`config.mk`:
```
export PLATFORM = sky130hd
export DESIGN_NAME = fip_32_seq_div
export DESIGN_NICKNAME = d
export VERILOG_FILES = /design/src/rtl/fip_32_seq_div.sv
export SDC_FILE = /design/constraint.sdc
export NUM_CORES = 1
export LEC_CHECK = 0
export BUFFER_PORTS_ARGS = -buffer_cell sky130_fd_sc_hd__buf_2
export CAP_MARGIN = 20
export CORE_MARGIN = 3
export CORE_UTILIZATION = 51
export DETAILED_ROUTE_END_ITERATION = 7
export PLACE_DENSITY = 0.7
export SKIP_LAST_GASP = 1
export SYNTH_ARGS = -nofsm -noshare
export SYNTH_HDL_FRONTEND = slang
export SYNTH_SLANG_ARGS = --single-unit
```
`constraint.sdc`:
```
create_clock -name clk -period 5.25 [get_ports clk]
set_input_delay 0.7875 -clock clk [delete_from_list [all_inputs] [get_ports clk]]
set_output_delay 0.7875 -clock clk [all_outputs]
set_load 0.03 [all_outputs]
```
`src/rtl/fip_32_seq_div.sv`:
```
// Sequential signed fixed-point divider (Q(WIDTH-INT_SHIFT).INT_SHIFT).
// Restoring division on operand magnitudes, one quotient bit per clock,
// followed by sign fix-up and saturation into WIDTH bits. A zero divisor
// skips the iteration and returns a signed full-scale value with
// o_underflow set.
module fip_32_seq_div #(
    parameter int WIDTH     = 32,
    parameter int INT_SHIFT = 16
) (
    input  logic             clk,
    input  logic             reset,
    input  logic             i_valid,
    output logic             o_ready,
    input  logic [WIDTH-1:0] i_dividend,
    input  logic [WIDTH-1:0] i_divisor,
    output logic             o_valid,
    input  logic             i_ready,
    output logic [WIDTH-1:0] o_quotient,
    output logic             o_overflow,
    output logic             o_underflow
);

    // Numerator is |dividend| << INT_SHIFT; one iteration per numerator bit.
    localparam int NUM = WIDTH + INT_SHIFT;
    localparam int CW  = $clog2(NUM + 1);

    // Largest representable magnitudes for negative / positive results.
    localparam logic [NUM-1:0]   MAG_NEG = {{(NUM-1){1'b0}}, 1'b1} << (WIDTH - 1);
    localparam logic [NUM-1:0]   MAG_POS = MAG_NEG - 1'b1;
    localparam logic [WIDTH-1:0] Q_MAX   = {1'b0, {(WIDTH-1){1'b1}}};
    localparam logic [WIDTH-1:0] Q_MIN   = {1'b1, {(WIDTH-1){1'b0}}};

    typedef enum logic [1:0] {IDLE, CALC, DONE} state_t;

    state_t             state_q, state_d;
    logic               neg_q, neg_d;
    logic [NUM-1:0]     num_q, num_d;
    logic [WIDTH-1:0]   div_q, div_d;
    logic [WIDTH-1:0]   rem_q, rem_d;
    logic [NUM-1:0]     quo_q, quo_d;
    logic [CW-1:0]      cnt_q, cnt_d;
    logic [WIDTH-1:0]   quotient_q, quotient_d;
    logic               overflow_q, overflow_d;
    logic               underflow_q, underflow_d;

    // Datapath helpers, valid in every state.
    logic [WIDTH-1:0]   mag_a, mag_b;
    logic [WIDTH:0]     trial;
    logic               take;
    logic [WIDTH-1:0]   rem_next;
    logic [NUM-1:0]     quo_next;
    logic [WIDTH-1:0]   quo_lo;

    // Next-state logic: operand capture, one restoring step per CALC
    // cycle, and sign/saturation applied on the final step.
    always_comb begin
        state_d     = state_q;
        neg_d       = neg_q;
        num_d       = num_q;
        div_d       = div_q;
        rem_d       = rem_q;
        quo_d       = quo_q;
        cnt_d       = cnt_q;
        quotient_d  = quotient_q;
        overflow_d  = overflow_q;
        underflow_d = underflow_q;

        // Magnitudes are unsigned WIDTH bits, so the most negative
        // operand maps to 2^(WIDTH-1) without wrapping.
        mag_a    = i_dividend[WIDTH-1] ? -i_dividend : i_dividend;
        mag_b    = i_divisor[WIDTH-1]  ? -i_divisor  : i_divisor;

        // Remainder stays below the divisor, so one extra bit covers the shift.
        trial    = {rem_q, num_q[NUM-1]};
        take     = (trial >= {1'b0, div_q});
        rem_next = take ? (trial[WIDTH-1:0] - div_q) : trial[WIDTH-1:0];
        quo_next = {quo_q[NUM-2:0], take};
        quo_lo   = quo_next[WIDTH-1:0];

        case (state_q)
            IDLE: begin
                if (i_valid) begin
                    neg_d = i_dividend[WIDTH-1] ^ i_divisor[WIDTH-1];
                    if (i_divisor == '0) begin
                        quotient_d  = i_dividend[WIDTH-1] ? Q_MIN : Q_MAX;
                        overflow_d  = 1'b0;
                        underflow_d = 1'b1;
                        state_d     = DONE;
                    end else begin
                        num_d   = NUM'(mag_a) << INT_SHIFT;
                        div_d   = mag_b;
                        rem_d   = '0;
                        quo_d   = '0;
                        cnt_d   = '0;
                        state_d = CALC;
                    end
                end
            end
            CALC: begin
                rem_d = rem_next;
                num_d = num_q << 1;
                quo_d = quo_next;
                cnt_d = cnt_q + 1'b1;
                if (cnt_q == CW'(NUM - 1)) begin
                    state_d     = DONE;
                    underflow_d = 1'b0;
                    if (neg_q) begin
                        overflow_d = (quo_next > MAG_NEG);
                        quotient_d = (quo_next > MAG_NEG) ? Q_MIN : -quo_lo;
                    end else begin
                        overflow_d = (quo_next > MAG_POS);
                        quotient_d = (quo_next > MAG_POS) ? Q_MAX : quo_lo;
                    end
                end
            end
            DONE: begin
                if (i_ready) state_d = IDLE;
            end
            default: state_d = IDLE;
        endcase
    end

    // State and result registers; reset discards any in-flight operation.
    always_ff @(posedge clk) begin
        if (reset) begin
            state_q     <= IDLE;
            neg_q       <= 1'b0;
            num_q       <= '0;
            div_q       <= '0;
            rem_q       <= '0;
            quo_q       <= '0;
            cnt_q       <= '0;
            quotient_q  <= '0;
            overflow_q  <= 1'b0;
            underflow_q <= 1'b0;
        end else begin
            state_q     <= state_d;
            neg_q       <= neg_d;
            num_q       <= num_d;
            div_q       <= div_d;
            rem_q       <= rem_d;
            quo_q       <= quo_d;
            cnt_q       <= cnt_d;
            quotient_q  <= quotient_d;
            overflow_q  <= overflow_d;
            underflow_q <= underflow_d;
        end
    end

    assign o_ready     = (state_q == IDLE);
    assign o_valid     = (state_q == DONE);
    assign o_quotient  = quotient_q;
    assign o_overflow  = overflow_q;
    assign o_underflow = underflow_q;

endmodule
```
==> results.toml, run 1 <==
[route]
vias_per_cell = 6.16
drc_errors = 0
wire_per_inst_um = 17.5
drt-total-wl_mm = 28.9
vias = 10200
drtAntennaViolNets = 0
drt-initial-drc-count = 822
drt-pass1-iter-count = 7

[clock_network]
cts-root-buf = "clkbuf_16"
cts.htree.levels = 4
cts_hold_buf = 0
cts_setup_buffers = 0
clk_pin_slew_ps = 70
clock_latency_ps = 440
cts_sinks = 186
clock_path_buffers = 2
numCtsBuffers = 17
cts_tree = "yes"
post_cts_resized = 0

[grt]
overflow = 0
grt_pass1_vias = 9407
antenna_found_initial = 4
grt_pass1_wl_mm = 47.8
grtUsageMet2_pct = 39.9
met3_usage_pct = 4.82
grt-busiest-layer = "met2"
grt_use_met1_pct = 36.8
grt_usage_pct = 25.8
grt_max_degree = 85

[floorplanning]
dieHeight_um = 151
start_util_pct = 52.4
ios = 104
core_um2 = 20400
die_x_um = 151
die_area_um2 = 22800
rows = 52

[logic_synthesis]
post_synth.cell_area_avg_um2 = 8.10
async_flop_share_pct = 0
syn_inst = 1322
seq_area_frac_synth_pct = 34.8
synth_fp_nets = 1427
synthesis.area_um2 = 10700
ys_warn_count = 0
ys.flop_type = "dfxtp_1"
synth_edf_count = 0
ys_ff_latch = 186
synth_cell_types = 75

[setup_path]
crit_path_start_kind = "flop"
cp_max_fo = 11
worst-path-buf-inv = 3
crit_top_cell = "a21o_1"
critPathKind = "reg -> reg"
startpoint = "div_q[26]$_SDFFE_PP0P_"
slowest_delay_ps = 510
path_cells = "inv_1 > ha_1 > a21o_1 > a21o_1 > a21oi_1 > a21oi_1 > or4_1 > a21o_1 > inv_2 > ha_1 > nand3_1 > nor2_1 > nor2_1 > buf_4 > nor2_2 > nand2_1 > or3_1 > nand3_1"
timing.rr.start = "div_q[26]$_SDFFE_PP0P_"
path_delay_family = "simple AND/OR/NAND/NOR gates"
arrival_ps = 4850
end_kind = "flop"
critPathSlowestCell = "or4_1"
cp.required_ps = 5630

[placement]
portBuffers = 103
dp_hpwl_mm = 20.0
gp_congestion = 0.966
post-place-ws_ps = 920

[status]
outcome = "finished, final reports clean"

[sta]
min_period_ps = 4470
hold_viol = 0
skew_ps = 11.7
slew_headroom_pct = 37.3
slew_violations = 0
worstMarginPinSlew_ps = 940
setup_ws_ps = 780
setup_violations = 0
rsz0062_at_grt = "no"
fmaxAchievable_mhz = 224
min_period_over_period_pct = 85.2
fin_setup_tns_ps = 0

[layout]
regArea_um2 = 3720
multiInputGateArea_um2 = 6470
final_nets = 1478
syn_to_final_growth_pct = 11.7
fillers = 1900
post-route-util_pct = 58.5
drive_gt1_share_pct = 13.3

[power_and_ir_drop]
power.total_w = 0.00384
irDropWorstVdd_mv = 0.227
p_leak_nw = 4.73
power_density_nw_per_um2 = 321

[hold_path]
hold_start = "o_quotient[8]$_SDFFE_PP0P_"
hold_class = "reg -> reg"

[run]
drv_cap = 0
## layout make-up
| type | count | area share [%] |
|---|---|---|
| multi-input cells | 1003 | 54.2 |
| inverters | 47 | 1.48 |
| flip-flops and latches | 186 | 31.2 |
| clock inverters | 15 | 1.49 |
| clock buffers | 17 | 3.56 |
| well taps | 270 | 2.83 |
| repair buffers | 118 | 5.31 |
| diodes | 1 | 0.0209 |
## worst paths after layout
path / slack, ps / end / depth (start not counted)
min reg2reg: 450 / o_quotient[8]$_SDFFE_PP0P_ / 2
max reg2reg: 780 / o_quotient[3]$_SDFFE_PP0P_ / 18
max: 780 / o_quotient[3]$_SDFFE_PP0P_ / 18
min: 450 / o_quotient[8]$_SDFFE_PP0P_ / 2
## stage by stage
stage | area, um^2 | instances | hold slack, ps
floorplan | 10700 | 1322 | 431
CTS | 11900 | 1655 | 452
detailed placement | 11300 | 1623 | 442
global placement | 11300 | 1623 | 439
global route | 12000 | 1657 | 459
finish | 12000 | 1657 | 447
## synth_stat cells (10+ instances only)
cell type | number | area (um^2)
a21oi_1 | 70 | 350
xnor2_1 | 54 | 473
xor2_1 | 40 | 350
nand2_1 | 85 | 319
a22o_1 | 13 | 114
o21ai_0 | 71 | 355
a21o_1 | 14 | 105
buf_2 | 14 | 70.1
o41ai_1 | 11 | 96.3
or3_1 | 12 | 75.1
nor2_1 | 179 | 672
or4_1 | 18 | 135
nand4_1 | 10 | 62.6
inv_1 | 45 | 169
o21ai_1 | 26 | 130
dfxtp_1 | 186 | 3720
nor3_1 | 31 | 155
ha_1 | 36 | 450
nand3_1 | 30 | 150
nor4_1 | 11 | 68.8
o31ai_1 | 21 | 158
a222oi_1 | 26 | 260
clkbuf_1 | 67 | 251
a22oi_1 | 65 | 488
a211oi_1 | 43 | 323
## state kept, by name, summed over array words and instances (netlist names)
signal and flops:
state_q 2, o_quotient 32, o_underflow 1, cnt_q 6, rem_q 32, num_q 32, div_q 32, quo_q 47
o_overflow 1, neg_q 1
## cells in the final DEF, fill, tap and decap left out, types with 8 or more instances in the layout
| master | instances |
|---|---|
| a22oi_1 | 65 |
| a21oi_1 | 70 |
| inv_1 | 45 |
| nand2_1 | 85 |
| o31ai_1 | 21 |
| o211ai_1 | 9 |
| or4_1 | 18 |
| buf_2 | 102 |
| dfxtp_1 | 186 |
| nor2_1 | 178 |
| a22o_1 | 13 |
| o21ai_1 | 26 |
| nor4_1 | 11 |
| mux2i_1 | 8 |
| ha_1 | 36 |
| nand4_1 | 10 |
| o21ai_0 | 71 |
| nand2b_1 | 9 |
| buf_4 | 15 |
| o41ai_1 | 11 |
| inv_6 | 8 |
| a222oi_1 | 26 |
| clkbuf_16 | 17 |
| xnor2_1 | 54 |
| a21o_1 | 14 |
| a211oi_1 | 43 |
| or3_1 | 12 |
| nor3_1 | 31 |
| nand3_1 | 30 |
| xor2_1 | 40 |
## logic make-up after synthesis
family | Yosys count | share of synthesized area [%]
fa+ha+maj | 37 | 4.40
flops | 186 | 34.8
xor+xnor | 94 | 7.69
simple gates | 436 | 19.6
mux | 11 | 1.06
buf+inv | 133 | 4.83
compound gates | 425 | 27.6
## report_power, final
part / switching [W] / internal, W / leakage, nW
Combinational: 0.000625 / 0.000387 / 2.93
Sequential: 0.0000423 / 0.00147 / 1.51
Clock: 0.000633 / 0.000681 / 0.292
Total: 0.00130 / 0.00254 / 4.73
## worst register-to-register path, delay by kind of cell (launching register included)
kind                       cells  cell delay, ps
DFF                            1             340
AOI/OAI and AO/OA              5             840
buffers and inverters          3             310
adders and majority gates      2             650
and+or+nand+nor                8            2280
## metal layers
metal / wire length [um] / vias to the layer above
li1: - / 4990
met1: 13400 / 4831
met2: 13200 / 339
met3: 1960 / 34
met4: 346 / 6
met5: 46 / -
(Power assumes the default switching activity.)
==> run 2: changes to the inputs <==
- CORE_UTILIZATION: 51 -> 55
- PLACE_DENSITY: 0.7 -> 0.75
==> results.toml, run 2 (synthesized netlist as in run 1, its figures left out) <==
[power_and_ir_drop]
p_int_w = 0.00267
power_density_nw_per_um2 = 325
power_frac_clock_pct = 35.5
power.total_w = 0.00390
p_comb_share_pct = 25.8
irDropWorstVdd_mv = 0.205
p_leak_nw = 4.75
pwr-share-seq_pct = 38.7
swShare_pct = 31.5
p_switching_w = 0.00123

[route]
wire_per_inst_um = 17.2
drtAntennaViolNets = 0
drt-initial-drc-count = 899
drt-total-wl_mm = 28.4
drt-pass1-iter-count = 8
vias = 10200
drc_errors = 0
vias_per_cell = 6.20

[clock_network]
clock_path_buffers = 2
cts_tree = "yes"
clk_pin_slew_ps = 70
cts_setup_buffers = 0
numCtsBuffers = 17
clock_latency_ps = 430
cts_hold_buf = 0
cts.htree.levels = 4
cts_sinks = 186
post_cts_resized = 0
cts-root-buf = "clkbuf_16"

[layout]
syn_to_final_growth_pct = 12.1
multiInputGateArea_um2 = 6470
final_cell_mix = "186 x dfxtp_1, 178 x nor2_1, 102 x buf_2"
largest-register = "quo_q"
final_nets = 1478
regArea_um2 = 3720
drive_gt1_share_pct = 13.2
post-route-util_pct = 63.5
fillers = 1690
final_common_cell = "dfxtp_1"
largest_register_ffs = 47

[grt]
grt_pass1_vias = 9376
grt_usage_pct = 26.0
overflow = 0
grt_pass1_wl_mm = 46.3
antenna_found_initial = 6
grt_max_degree = 85

[sta]
min_period_ps = 4710
setup_violations = 0
worstMarginPinSlew_ps = 1040
fin_setup_tns_ps = 0
skew_ps = 9.30
rsz0062_at_grt = "no"
slew_headroom_pct = 30.1
hold_viol = 0
min_period_over_period_pct = 89.7
fmaxAchievable_mhz = 212
slew_violations = 0

[setup_path]
cp_max_fo = 15
end_kind = "flop"
cp.required_ps = 5620
arrival_ps = 5080
crit_top_cell = "a21o_1"
crit_path_start_kind = "flop"
critPathSlowestCell = "or4_1"
critPathKind = "reg -> reg"
path_delay_family = "simple AND/OR/NAND/NOR gates"
path_cells = "inv_1 > ha_1 > a21o_1 > a21o_1 > a21oi_1 > a21oi_1 > or4_1 > a21o_1 > inv_2 > ha_1 > nand3_1 > nor2_1 > nor2_1 > buf_4 > nor2_2 > nand2_1 > or3_1 > nand3_1"
worst-path-buf-inv = 3
slowest_delay_ps = 500

[placement]
dp_hpwl_mm = 19.9
portBuffers = 103
gp_congestion = 0.930

[floorplanning]
rows = 50
start_util_pct = 56.7
core_um2 = 18900
dieHeight_um = 146
ios = 104
die_area_um2 = 21200
die_x_um = 146

[status]
outcome = "finished, final reports clean"

[run]
drv_cap = 0

[hold_path]
hold_class = "reg -> reg"
run 2: cell count changes in the layout (fill, tap and decap cells not counted), sizes merged:
cell | previous run | this run
clkinvlp | 1 | 2
inv | 55 | 50
clkinv | 5 | 4
bufinv | 1 | 4
diode | 1 | 5
clkbuf | 17 | 19
run 2: worst reg2reg max path, stage by stage, from the launching register on:
cell and delay (ps):
dfxtp_1 330, inv_1 50, ha_1 360, a21o_1 200
a21o_1 170, a21oi_1 170, a21oi_1 80, or4_1 500
a21o_1 370, inv_2 120, ha_1 280, nand3_1 230
nor2_1 260, nor2_1 60, buf_4 200, nor2_2 450
nand2_1 310, or3_1 410, nand3_1 80
run 2: worst paths after layout:
check | startpoint | slack (ps) | cells after the start | endpoint
hold reg to reg | o_quotient[8]$_SDFFE_PP0P_ | 450 | 2 | o_quotient[8]$_SDFFE_PP0P_
setup / recovery | div_q[26]$_SDFFE_PP0P_ | 540 | 18 | o_quotient[3]$_SDFFE_PP0P_
hold / removal | o_quotient[8]$_SDFFE_PP0P_ | 450 | 2 | o_quotient[8]$_SDFFE_PP0P_
setup reg to reg | div_q[26]$_SDFFE_PP0P_ | 540 | 18 | o_quotient[3]$_SDFFE_PP0P_
run 2: cell type report:
cell class | count | area share (%)
multi-input cells | 1003 | 54.0
repair buffers | 118 | 5.46
well taps | 260 | 2.71
flip-flops and latches | 186 | 31.0
clock inverters | 13 | 1.57
clock buffers | 19 | 3.69
diodes | 5 | 0.104
inverters | 47 | 1.47
run 2: power groups by stage:
stage | registers [W] | logic (W) | clock network, W
3_5_place_dp | 0.00154 | 0.000987 | 0
5_1_grt | 0.00151 | 0.00112 | 0.00145
4_1_cts | 0.00151 | 0.000994 | 0.00140
2_1_floorplan | 0.00153 | 0.000759 | 0
6_report | 0.00151 | 0.00101 | 0.00138
3_3_place_gp | 0.00154 | 0.000973 | 0
run 2: per-layer routing:
layer / global-route usage, % / wire (um) / vias to the layer above
li1: - / - / 5002
met1: 35.4 / 12800 / 4832
met2: 40.8 / 12900 / 351
met3: 5.89 / 1930 / 57
met4: 8.97 / 798 / 2
met5: 0 / 13 / -
run 2: metrics by stage:
stage / hold WS [ps] / std cells / instance area, um^2 / setup WS, ps
after detailed placement: 444 / 1614 / 11400 / 674
after floorplan: 431 / 1322 / 10700 / 938
after CTS: 453 / 1646 / 12000 / 635
after global placement: 440 / 1613 / 11300 / 779
after global routing: 467 / 1650 / 12000 / 295
final: 447 / 1651 / 12000 / 543
==> run 3: changes to the inputs <==
- clock period: 5.25 -> 5.1 ns (I/O delays scaled with it)
==> results.toml, run 3 (synthesized netlist as in run 1, its figures left out) <==
[status]
outcome = "finished, final reports clean"

[sta]
rsz0062_at_grt = "no"
worstMarginPinSlew_ps = 1050
fin_setup_tns_ps = 0
setup_violations = 0
slew_violations = 0
fmaxAchievable_mhz = 222
min_period_over_period_pct = 88.4
hold_viol = 0
skew_ps = 11.8
slew_headroom_pct = 29.5
min_period_ps = 4510

[setup_path]
cp.required_ps = 5480
r2r_slack_ps = 590
end_kind = "flop"
crit_path_start_kind = "flop"
critPathKind = "reg -> reg"
cp_max_fo = 15
arrival_ps = 4890

[layout]
instances_no_fill = 1649
final_nets = 1477
largest_register_ffs = 47
multiInputGateArea_um2 = 6470
drive_gt1_share_pct = 13.1
final_cell_mix = "186 x dfxtp_1, 178 x nor2_1, 102 x buf_2"
largest-register = "quo_q"
fin_area_um2 = 11900
fillers = 1691
syn_to_final_growth_pct = 11.1
regArea_um2 = 3720
final_common_cell = "dfxtp_1"

[route]
wire_per_inst_um = 17.1
drtAntennaViolNets = 0
drc_errors = 0
drt-pass1-iter-count = 6
drt-total-wl_mm = 28.2
vias_per_cell = 6.17
drt-initial-drc-count = 763
vias = 10200

[power_and_ir_drop]
p_int_w = 0.00256
p_comb_share_pct = 26.8
p_switching_w = 0.00130
swShare_pct = 33.8
power_density_nw_per_um2 = 325
p_leak_nw = 4.70
pwr-share-seq_pct = 40.2
power_frac_clock_pct = 32.9
irDropWorstVdd_mv = 0.247

[clock_network]
clock_path_buffers = 2
cts-root-buf = "clkbuf_16"
cts_hold_buf = 0
clk_pin_slew_ps = 70
numCtsBuffers = 17
cts_sinks = 186
cts.htree.levels = 4
clock_latency_ps = 440
cts_setup_buffers = 0
post_cts_resized = 0
cts_tree = "yes"

[placement]
gp_congestion = 0.954
placed_area_um2 = 11300
portBuffers = 103
dp_hpwl_mm = 19.7
placed_cells = 1613

[floorplanning]
core_um2 = 18900
rows = 50
ios = 104
start_util_pct = 56.7
die_x_um = 146
die_area_um2 = 21200
dieHeight_um = 146

[grt]
grt-busiest-layer = "met2"
grtUsageMet2_pct = 40.4
overflow = 0
met3_usage_pct = 5.73
grt_usage_pct = 25.7
antenna_found_initial = 6
grt_pass1_wl_mm = 45.8
grt_pass1_vias = 9230
grt_max_degree = 86
grt_use_met1_pct = 35.8

[run]
drv_cap = 0

[hold_path]
hold_class = "reg -> reg"
==> run 3: final cells by class <==
cell class	instances	share of cell area (%)
Antenna cell	4	0.0842
Clock buffer	19	3.64
Clock inverter	13	1.07
Inverter	47	1.48
Multi-Input combinational cell	1003	54.4
Sequential cell	186	31.3
Tap cell	260	2.74
Timing Repair Buffer	117	5.24
==> run 3: worst paths after layout <==
path,from,to,depth (start not counted)
setup / recovery,div_q[3]$_SDFFE_PP0P_,o_quotient[3]$_SDFFE_PP0P_,18
hold / removal,o_quotient[2]$_SDFFE_PP0P_,o_quotient[2]$_SDFFE_PP0P_,2
setup reg to reg,div_q[3]$_SDFFE_PP0P_,o_quotient[3]$_SDFFE_PP0P_,18
hold reg to reg,o_quotient[2]$_SDFFE_PP0P_,o_quotient[2]$_SDFFE_PP0P_,2
==> run 3: layer usage <==
layer	share of wire (%)	vias up
li1	-	4997
met1	46	4813
met2	45	314
met3	7.1	39
met4	1.9	4
met5	0.12	-
==> run 3: power groups by stage <==
stage / Sequential [W] / Combinational [W] / Clock [W]
floorplan: 0.00157 / 0.000781 / 0
global placement: 0.00158 / 0.00100 / 0
detailed placement: 0.00158 / 0.00101 / 0
CTS: 0.00155 / 0.00102 / 0.00129
global route: 0.00156 / 0.00115 / 0.00135
finish: 0.00155 / 0.00104 / 0.00127
==> run 3: critical path, stage by stage (launching register included) <==
cell and delay [ps]:
dfxtp_1 330, inv_1 50, ha_1 360, a21o_1 210, a21oi_1 130, o21ai_0 220, o211ai_1 360, a22oi_1 220
a21o_1 230, inv_2 60, ha_1 280, nand3_1 240, nor2_1 250, nor2_1 60, buf_4 200, nor2_2 470
nand2_1 300, or3_1 400, nand3_1 80
==> run 3: stage by stage <==
stage / worst slack (ps) / utilization [%] / total power, W / hold slack [ps]
after detailed placement: 724 / 59.9 / 0.00260 / 440
after global placement: 836 / 59.9 / 0.00259 / 438
after global routing: 294 / 62.9 / 0.00405 / 469
final: 591 / 63.0 / 0.00386 / 447
after CTS: 721 / 62.9 / 0.00386 / 449
after floorplan: 788 / - / 0.00235 / 431
